--- config.mk ---
export PLATFORM = sky130hd
export DESIGN_NAME = clkdiv_multi
export DESIGN_NICKNAME = d
export VERILOG_FILES = /design/src/rtl/clkdiv_pkg.sv /design/src/rtl/clkdiv_chan.sv /design/src/rtl/clkdiv_multi.sv
export SDC_FILE = /design/constraint.sdc
export NUM_CORES = 1
export LEC_CHECK = 0
export CORE_UTILIZATION = 56
export CTS_BUF_LIST = sky130_fd_sc_hd__clkbuf_4
export CTS_CLUSTER_SIZE = 20
export DETAILED_ROUTE_END_ITERATION = 10
export PLACE_DENSITY = 0.8
export SLEW_MARGIN = 25
export SYNTH_ARGS = -nofsm -noshare
export SYNTH_HDL_FRONTEND = slang
export SYNTH_SLANG_ARGS = --single-unit
--- constraint.sdc ---
create_clock -name I_ref_clk -period 2.8 [get_ports I_ref_clk]
set_input_delay 0.56 -clock I_ref_clk [delete_from_list [all_inputs] [get_ports I_ref_clk]]
set_output_delay 0.56 -clock I_ref_clk [all_outputs]
set_load 0.01 [all_outputs]
--- src/rtl/clkdiv_pkg.sv ---
// clkdiv_pkg: shared types and helpers for the
// multi-channel integer clock divider.
package clkdiv_pkg;

  localparam int CH_DEF = 4;
  localparam int W_DEF  = 16;

  typedef enum logic {
    IDLE = 1'b0,
    RUN  = 1'b1
  } state_e;

  // Ratios below 2 cannot produce a divided clock.
  function automatic logic ratio_ok(
    input logic [31:0] r
  );
    return r >= 32'd2;
  endfunction

endpackage

--- src/rtl/clkdiv_chan.sv ---
// clkdiv_chan: one divider channel, period R,
// high ceil(R/2), changes only at boundaries.
module clkdiv_chan
  import clkdiv_pkg::*;
#(
  parameter int W = W_DEF
) (
  input  logic         clk,
  input  logic         rst,
  input  logic         sync_i,
  input  logic         en_i,
  input  logic [W-1:0] ratio_i,
  output logic         clk_o,
  output logic         tick_o,
  output logic         active_o
);

  state_e       state_q, state_d;
  logic [W-1:0] cnt_q, cnt_d;
  logic [W-1:0] cur_q, cur_d;
  logic         out_q, out_d;
  logic         tick_q, tick_d;

  logic [W:0]   hi;
  logic [W-1:0] cnt_inc;
  logic         last;
  logic         go;
  logic         bound;

  // Next-state: restart or stop at boundaries, else advance.
  always_comb begin
    state_d = state_q;
    cnt_d   = cnt_q;
    cur_d   = cur_q;
    out_d   = out_q;
    tick_d  = 1'b0;
    hi      = ({1'b0, cur_q} + {{W{1'b0}}, 1'b1}) >> 1;
    cnt_inc = cnt_q + {{(W-1){1'b0}}, 1'b1};
    last    = (cnt_q == (cur_q - {{(W-1){1'b0}}, 1'b1}));
    go      = en_i && ratio_ok(32'(ratio_i));
    bound   = sync_i || (state_q == IDLE) || last;
    if (bound) begin
      if (go) begin
        state_d = RUN;
        cnt_d   = '0;
        cur_d   = ratio_i;
        out_d   = 1'b1;
        tick_d  = 1'b1;
      end else begin
        state_d = IDLE;
        cnt_d   = '0;
        out_d   = 1'b0;
      end
    end else begin
      cnt_d = cnt_inc;
      out_d = ({1'b0, cnt_inc} < hi);
    end
  end

  // State register with synchronous reset.
  always_ff @(posedge clk) begin
    if (rst) begin
      state_q <= IDLE;
      cnt_q   <= '0;
      cur_q   <= '0;
      out_q   <= 1'b0;
      tick_q  <= 1'b0;
    end else begin
      state_q <= state_d;
      cnt_q   <= cnt_d;
      cur_q   <= cur_d;
      out_q   <= out_d;
      tick_q  <= tick_d;
    end
  end

  assign clk_o    = out_q;
  assign tick_o   = tick_q;
  assign active_o = (state_q == RUN);

endmodule

--- src/rtl/clkdiv_multi.sv ---
// clkdiv_multi: CH independent dividers sharing
// reset and the phase-alignment strobe.
module clkdiv_multi
  import clkdiv_pkg::*;
#(
  parameter int CH = CH_DEF,
  parameter int W  = W_DEF
) (
  input  logic          I_ref_clk,
  input  logic          I_rst,
  input  logic [CH-1:0] I_clk_en,
  input  logic [CH*W-1:0] I_div_ratio,
  input  logic          I_sync,
  output logic [CH-1:0] O_clk_out,
  output logic [CH-1:0] O_tick,
  output logic [CH-1:0] O_active
);

  for (genvar c = 0; c < CH; c++) begin : g_ch
    clkdiv_chan #(
      .W(W)
    ) u_chan (
      .clk     (I_ref_clk),
      .rst     (I_rst),
      .sync_i  (I_sync),
      .en_i    (I_clk_en[c]),
      .ratio_i (I_div_ratio[c*W +: W]),
      .clk_o   (O_clk_out[c]),
      .tick_o  (O_tick[c]),
      .active_o(O_active[c])
    );
  end

endmodule
==> run_results.csv, run 1 <==
group,metric,value,unit
critical_path,path_class,"reg -> reg",
run_status,status,"complete, no violations",
pwr,p_sw,1.60,mW
timing,slew_violations,0,
routing,drc_errors,0,
routing,ant_nets,0,
yosys,synth-async-reset-ratio,0,
critical_path,end_kind,"flip-flop",
grt,grt_pass1_vias,9816,
routing,drt-initial-drc-count,790,
yosys,synth.avg_cell_area,7.90,um^2
timing,clock-skew-final,0.0404,ns
routing,routedWlPerCell,15.8,um
layout,seqCellArea,0.00284,mm^2
floorplanning,start_util,0.571,
yosys,synth-compound-area-share,0.123,
yosys,synth_fa_ha_area_frac,0.0810,
clock_tree,cts_made_buffers,17,
grt,track_usage,0.279,
critical_path,crit_fanout,8,
pwr,power,4.95,mW
clock_tree,clk_latency,0.62,ns
yosys,ys_ff_latch,140,
pwr,clkPwrFrac,0.296,
yosys,muxShareOfSynthArea,0.0315,
clock_tree,clock_sinks,140,
yosys,yosysSeqAreaShare,0.252,
timing,finalCritPeriodShare,1.00,
grt,use_met2,0.477,
floorplanning,die_y,143,um
yosys,ys.flop_type,"dfxtp_1",
place,io_buffers,82,
layout,fill_cells,1545,
clock_tree,cts_root_buffer,"clkbuf_4",
timing,slew_headroom,0.518,
pwr,seqPwrFrac,0.434,
grt,grt_pass1_wl,46000,um
layout,final_layout_size_suffix_gt1_frac,0.171,
layout,multi_input_area,0.00803,mm^2
pwr,switching_share,0.324,
clock_tree,cts_tree,"built",
grt,antenna_found_initial,1,
pwr,p_int,3.35,mW
yosys,yosysWarnings,0,
timing,timing.fmax,0.357,GHz
yosys,netlist_area,0.0111,mm^2
grt,gr-usage-met3,0.0459,
clock_tree,cts_hold_buf,0,
timing,setup_viol,0,
yosys,synth_edf_count,0,
yosys,synth_top_family_by_area,"simple AND/OR/NAND/NOR gates",
yosys,synth_xor_area_frac,0.150,
floorplanning,die_width,143,um
floorplanning,core,0.0195,mm^2
clock_tree,htreeDepth,4,
critical_path,start_kind,"flip-flop",
routing,viasPerCell,5.80,
routing,drtPass1Iterations,5,
yosys,synthDistinctLibCells,64,
floorplanning,ios,83,
place,gp_congestion,0.906,
pwr,vdd_drop_max,309,uV
grt,met1_usage,0.350,
pwr,cellPowerDensity,367,mW/mm^2
place,hpwl,21000,um
timing,timing.setup.tns,0,ns
floorplanning,die-area,0.0204,mm^2
clock_tree,clk_pin_slew,0.13,ns
layout,area_growth,21.4,%
hold_path,hold_class,"reg -> reg",
clock_tree,max-clock-path-buffers,2,
job,maxCapViolCount,0,
critical_path,crit_arrival,3.32,ns
layout,nets,1672,
pwr,cellLeakagePower,5.19,nW
critical_path,required,3.32,ns
routing,wirelength,28700,um
timing,worst_pin_slew,0.722,ns
grt,grt_overflow,0,
pwr,pwr-share-comb,0.270,
routing,dr_total_vias,10500,
timing,hold_violations,0,
yosys,synth_fp_nets,1550,
floorplanning,rows,51,
yosys,syn_inst,1407,
yosys,synthSimpleGateAreaFrac,0.309,
timing,grt_setup_unrepaired,"yes",
layout,final_cell_mix,"127 x buf_4, 118 x dfxtp_1, 111 x xnor2_1, 96 x nand2b_1, 92 x nand3_1",
grt,busiest_layer,"met2",
layout,layout_commonest_cell,"buf_4",
timing,finalCriticalPeriod,2.80,ns
grt,grt_max_degree,83,
## path summary, 6_finish.rpt
| kind | start | endpoint | slack [ns] | depth (start not counted) |
|---|---|---|---|---|
| hold reg to reg | g_ch[0].u_chan.cnt_q[0] | g_ch[0].u_chan.cnt_q[0] | 0.47 | 1 |
| setup / recovery | g_ch[0].u_chan.cur_q[0] | g_ch[0].u_chan.cur_q[1] | 0.0006 | 8 |
| setup reg to reg | g_ch[0].u_chan.cur_q[0] | g_ch[0].u_chan.cur_q[1] | 0.0006 | 8 |
| hold / removal | g_ch[0].u_chan.cnt_q[0] | g_ch[0].u_chan.cnt_q[0] | 0.47 | 1 |
## power by group through the flow
stage	sequential (mW)	clock, mW	combinational, mW
floorplan	2.15	0	0.862
global placement	2.19	0	1.22
detailed placement	2.19	0	1.25
CTS	2.15	1.48	1.27
global route	2.16	1.58	1.45
finish	2.15	1.46	1.34
## worst max-delay path: stages, from the launching register on
cell	delay, ns
dfxtp_4	0.38
or4_4	0.54
or4_4	0.52
a21oi_2	0.12
o211ai_1	0.08
or4_4	0.46
a21oi_4	0.22
buf_12	0.17
mux2i_2	0.22
## sequential cells by signal (all words and copies together) (netlist names)
signal	count
g_ch.u_chan.active_o	4
g_ch.u_chan.cnt_q	64
g_ch.u_chan.tick_o	4
g_ch.u_chan.cur_q	64
g_ch.u_chan.clk_o	4
## through the flow
stage,std cells,hold slack [ns],setup WS [ns],utilization,area (um^2)
after floorplan,1407,0.457,-0.106,-,11200
after global placement,1759,0.431,0.0952,0.655,12800
after detailed placement,1759,0.444,-0.0147,0.655,12800
after CTS,1791,0.472,0.000894,0.672,13100
after global routing,1808,0.488,-0.114,0.694,13500
final,1808,0.470,0.000568,0.694,13500
## layout make-up
type	count	area share
clock inverter	14	0.0125
multi-input combinational	1128	0.595
sequential	140	0.210
tap	265	0.0246
timing repair buffer	216	0.141
inverter	26	0.00723
clock buffer	18	0.0100
antenna	1	0.000185
## layer usage
metal	vias to the layer above	wire, um	share of wire
met5	-	0	0
met4	0	752	0.026
met2	259	14000	0.49
li1	5202	-	-
met1	4970	12800	0.45
met3	63	1080	0.038
## cell usage after synthesis (3+ instances only)
library cell	instances	area [um^2]
or2_2	5	31.3
a211oi_1	4	30.0
nor4_1	30	188
o21a_1	3	22.5
o41ai_1	3	26.3
a221oi_1	4	35.0
buf_2	9	45.0
and3_1	24	150
nor2b_1	68	425
o211ai_1	10	75.1
buf_4	12	90.1
inv_1	26	97.6
ha_1	72	901
or3_1	5	31.3
a21o_1	21	158
xor2_1	76	666
nand2_1	66	248
a21oi_1	49	245
o311ai_0	4	35.0
nand4_1	50	313
or3b_2	3	26.3
buf_1	7	26.3
xnor2_1	114	998
dfxtp_1	140	2800
a31oi_1	22	138
nand4b_1	4	35.0
or4_1	8	60.1
a211o_1	19	166
mux2i_1	35	350
clkbuf_1	84	315
nand3_1	100	500
o22ai_1	4	25.0
nand2b_1	96	601
o2111ai_1	5	43.8
nand3b_1	4	30.0
nor3_1	37	185
o21ai_0	33	165
nor3b_1	23	173
nor2_1	99	372
## cells by family (layout without fill, tap and decap cells)
family,Yosys count,in the layout
compound gates,201,201
fa+ha+maj,72,72
simple gates,630,630
buf+inv,139,274
other cells,0,1
mux,35,35
xor+xnor,190,190
flops,140,140
## repair_timing
| item | in CTS | in global routing |
|---|---|---|
| pin swaps | 0 | 24 |
| setup buffers | 0 | 14 |
| hold endpoints to repair | 0 | 0 |
| endpoints found under the setup margin | 23 | 116 |
| gates resized for setup | 8 | 84 |
| gates cloned | 0 | 2 |
Note: power is estimated with default switching activity, not from simulation.
==> run 2: changes to the inputs <==
- ABC_CLOCK_PERIOD_IN_PS: unset -> 2800
- MAX_ROUTING_LAYER: unset -> met4
==> run 2 against run 1 <==
First-iteration DRC count is 8.4% lower; worst setup slack better by 0.0047 ns; highest routed layer unchanged; non-clock buffer count is 9 lower; clock-buffer cell count stayed put; largest cell class unchanged; sequential power about the same.
==> run_results.csv, run 2 (synthesis results as in run 1) <==
group,metric,value,unit
run_status,status,"complete, no violations",
pwr,cellPowerDensity,361,mW/mm^2
timing,setup_viol,0,
floorplanning,die_y,143,um
critical_path,r2r_slack,0.005,ns
floorplanning,die_width,143,um
timing,worst_pin_slew,0.603,ns
critical_path,r2r-end,"g_ch[0].u_chan.cur_q[13]",
routing,drtPass1Iterations,6,
critical_path,end_kind,"flip-flop",
layout,stdcell_count,1800,
grt,grt_pass1_vias,9786,
timing,timing.fmax,0.358,GHz
layout,layout_commonest_cell,"dfxtp_1",
routing,drc_errors,0,
critical_path,critPathSlowestCell,"or4_4",
place,place_ws,-0.0228,ns
pwr,cellLeakagePower,5.12,nW
layout,multi_input_area,0.00800,mm^2
job,maxCapViolCount,0,
critical_path,crit_fanout,8,
critical_path,path_cells,"or4_4 -> or4_4 -> a21oi_2 -> o211ai_1 -> or4_4 -> a21oi_4 -> clkbuf_16 -> mux2i_1",
routing,wirelength,27800,um
place,hpwl,20900,um
timing,slew_violations,0,
grt,grt_overflow,0,
hold_path,hold_class,"reg -> reg",
clock_tree,cts_tree,"built",
routing,drt-initial-drc-count,724,
routing,ant_nets,0,
floorplanning,rows,51,
critical_path,required,3.32,ns
place,dp_cells,1758,
layout,top_regs,"g_ch.u_chan.cnt_q: 64 flops, g_ch.u_chan.cur_q: 64 flops",
layout,area_growth,20.3,%
pwr,vdd_drop_max,229,uV
layout,post-route-util,0.687,
pwr,p_int,3.25,mW
critical_path,start_kind,"flip-flop",
pwr,seqPwrFrac,0.446,
timing,hold_violations,0,
layout,final_cell_mix,"127 x dfxtp_1, 117 x buf_4, 111 x xnor2_1, 96 x nand2b_1, 94 x nand3_1",
layout,nets,1663,
routing,dr_total_vias,10400,
timing,grt_setup_unrepaired,"yes",
clock_tree,clock_sinks,140,
clock_tree,cts_made_buffers,17,
grt,track_usage,0.284,
clock_tree,max-clock-path-buffers,2,
pwr,pwr-share-comb,0.273,
critical_path,path_class,"reg -> reg",
timing,finalCritPeriodShare,0.998,
routing,routedWlPerCell,15.4,um
critical_path,cp_common_cell,"or4_4",
pwr,clkPwrFrac,0.281,
grt,grt_max_degree,73,
routing,viasPerCell,5.76,
clock_tree,cts_root_buffer,"clkbuf_4",
critical_path,r2r-start,"g_ch[0].u_chan.cur_q[0]",
pwr,p_sw,1.58,mW
critical_path,crit_arrival,3.32,ns
critical_path,crit_path_max_incr_delay,0.53,ns
layout,final_layout_size_suffix_gt1_frac,0.154,
clock_tree,cts_hold_buf,0,
floorplanning,ios,83,
layout,seqCellArea,0.00282,mm^2
critical_path,ff2ff_path_depth,8,
timing,setup_ws,0.00528,ns
critical_path,critPathLaunch,"g_ch[0].u_chan.cur_q[0]",
critical_path,crit_path_end,"g_ch[0].u_chan.cur_q[13]",
timing,slew_headroom,0.594,
clock_tree,clk_latency,0.59,ns
floorplanning,die-area,0.0204,mm^2
place,gp_congestion,0.892,
grt,grt_pass1_wl,45800,um
floorplanning,core,0.0195,mm^2
clock_tree,clk_pin_slew,0.14,ns
timing,whs,0.480,ns
layout,fill_cells,1577,
pwr,power,4.82,mW
grt,antenna_found_initial,1,
timing,clock-skew-final,0.0270,ns
floorplanning,start_util,0.571,
pwr,switching_share,0.327,
clock_tree,htreeDepth,4,
timing,finalCriticalPeriod,2.79,ns
place,io_buffers,82,
[run 2: cell count changes in the layout (fill, tap and decap cells not counted), moves of 3 or more]
| cell | previous run | this run |
|---|---|---|
| dfxtp_1 | 118 | 127 |
| buf_4 | 127 | 117 |
| nor2_1 | 88 | 91 |
| dfxtp_2 | 18 | 11 |
| nor2_2 | 10 | 7 |
[run 2: through the flow]
| step | instance area, um^2 | TNS (ns) |
|---|---|---|
| after global placement | 12800 | 0 |
| after floorplan | 11200 | -1.06 |
| final | 13400 | 0 |
| after detailed placement | 12800 | -0.0228 |
| after global routing | 13400 | -0.979 |
| after CTS | 13000 | -0.0235 |
[run 2: critical path: cells and delay by family, from the launching register on]
kind / cells / cell delay [ns]
AO/OA/AOI/OAI: 3 / 0.46
flip-flops: 1 / 0.37
AND/OR/NAND/NOR: 3 / 1.52
buffers and inverters: 1 / 0.20
multiplexers: 1 / 0.18
[run 2: area by class of cell]
class                      instances  area share
multi-input combinational       1128       0.598
sequential                       140       0.211
timing repair buffer             207       0.138
tap                              265      0.0248
clock inverter                    14      0.0108
clock buffer                      18      0.0101
inverter                          26     0.00729
antenna                            2    0.000374
[run 2: timing repair]
item | in CTS | in global routing
gates resized for setup | 3 | 71
buffers inserted | 0 | 6
setup endpoints to repair | 10 | 138
pin swaps | 1 | 17
cloned | 0 | 2
[run 2: worst min path at each step]
stage | endpoint | start | depth (start not counted)
after CTS | g_ch[2].u_chan.cnt_q[0] | g_ch[2].u_chan.cnt_q[0] | 1
final | g_ch[2].u_chan.cnt_q[0] | g_ch[2].u_chan.cnt_q[0] | 1
after detailed placement | g_ch[2].u_chan.cnt_q[0] | g_ch[2].u_chan.cnt_q[0] | 1
after global routing | g_ch[2].u_chan.cnt_q[0] | g_ch[2].u_chan.cnt_q[0] | 1
after floorplan | g_ch[2].u_chan.cnt_q[0] | g_ch[2].u_chan.cnt_q[0] | 1
after global placement | g_ch[2].u_chan.cnt_q[0] | g_ch[2].u_chan.cnt_q[0] | 1
[run 2: power groups by stage]
| stage | clock network (mW) | logic [mW] | registers [mW] |
|---|---|---|---|
| 2_1_floorplan | 0 | 0.862 | 2.15 |
| 3_3_place_gp | 0 | 1.23 | 2.19 |
| 3_5_place_dp | 0 | 1.25 | 2.19 |
| 4_1_cts | 1.38 | 1.26 | 2.15 |
| 5_1_grt | 1.45 | 1.44 | 2.16 |
| 6_report | 1.36 | 1.32 | 2.15 |
[run 2: per-layer routing]
metal	up-vias	share of wire	wire (um)	global-route usage
met2	259	0.48	13500	0.471
met5	-	0	0	-
met1	4881	0.45	12600	0.352
met4	0	0.022	622	0.0905
met3	56	0.042	1160	0.0459
li1	5180	-	-	-
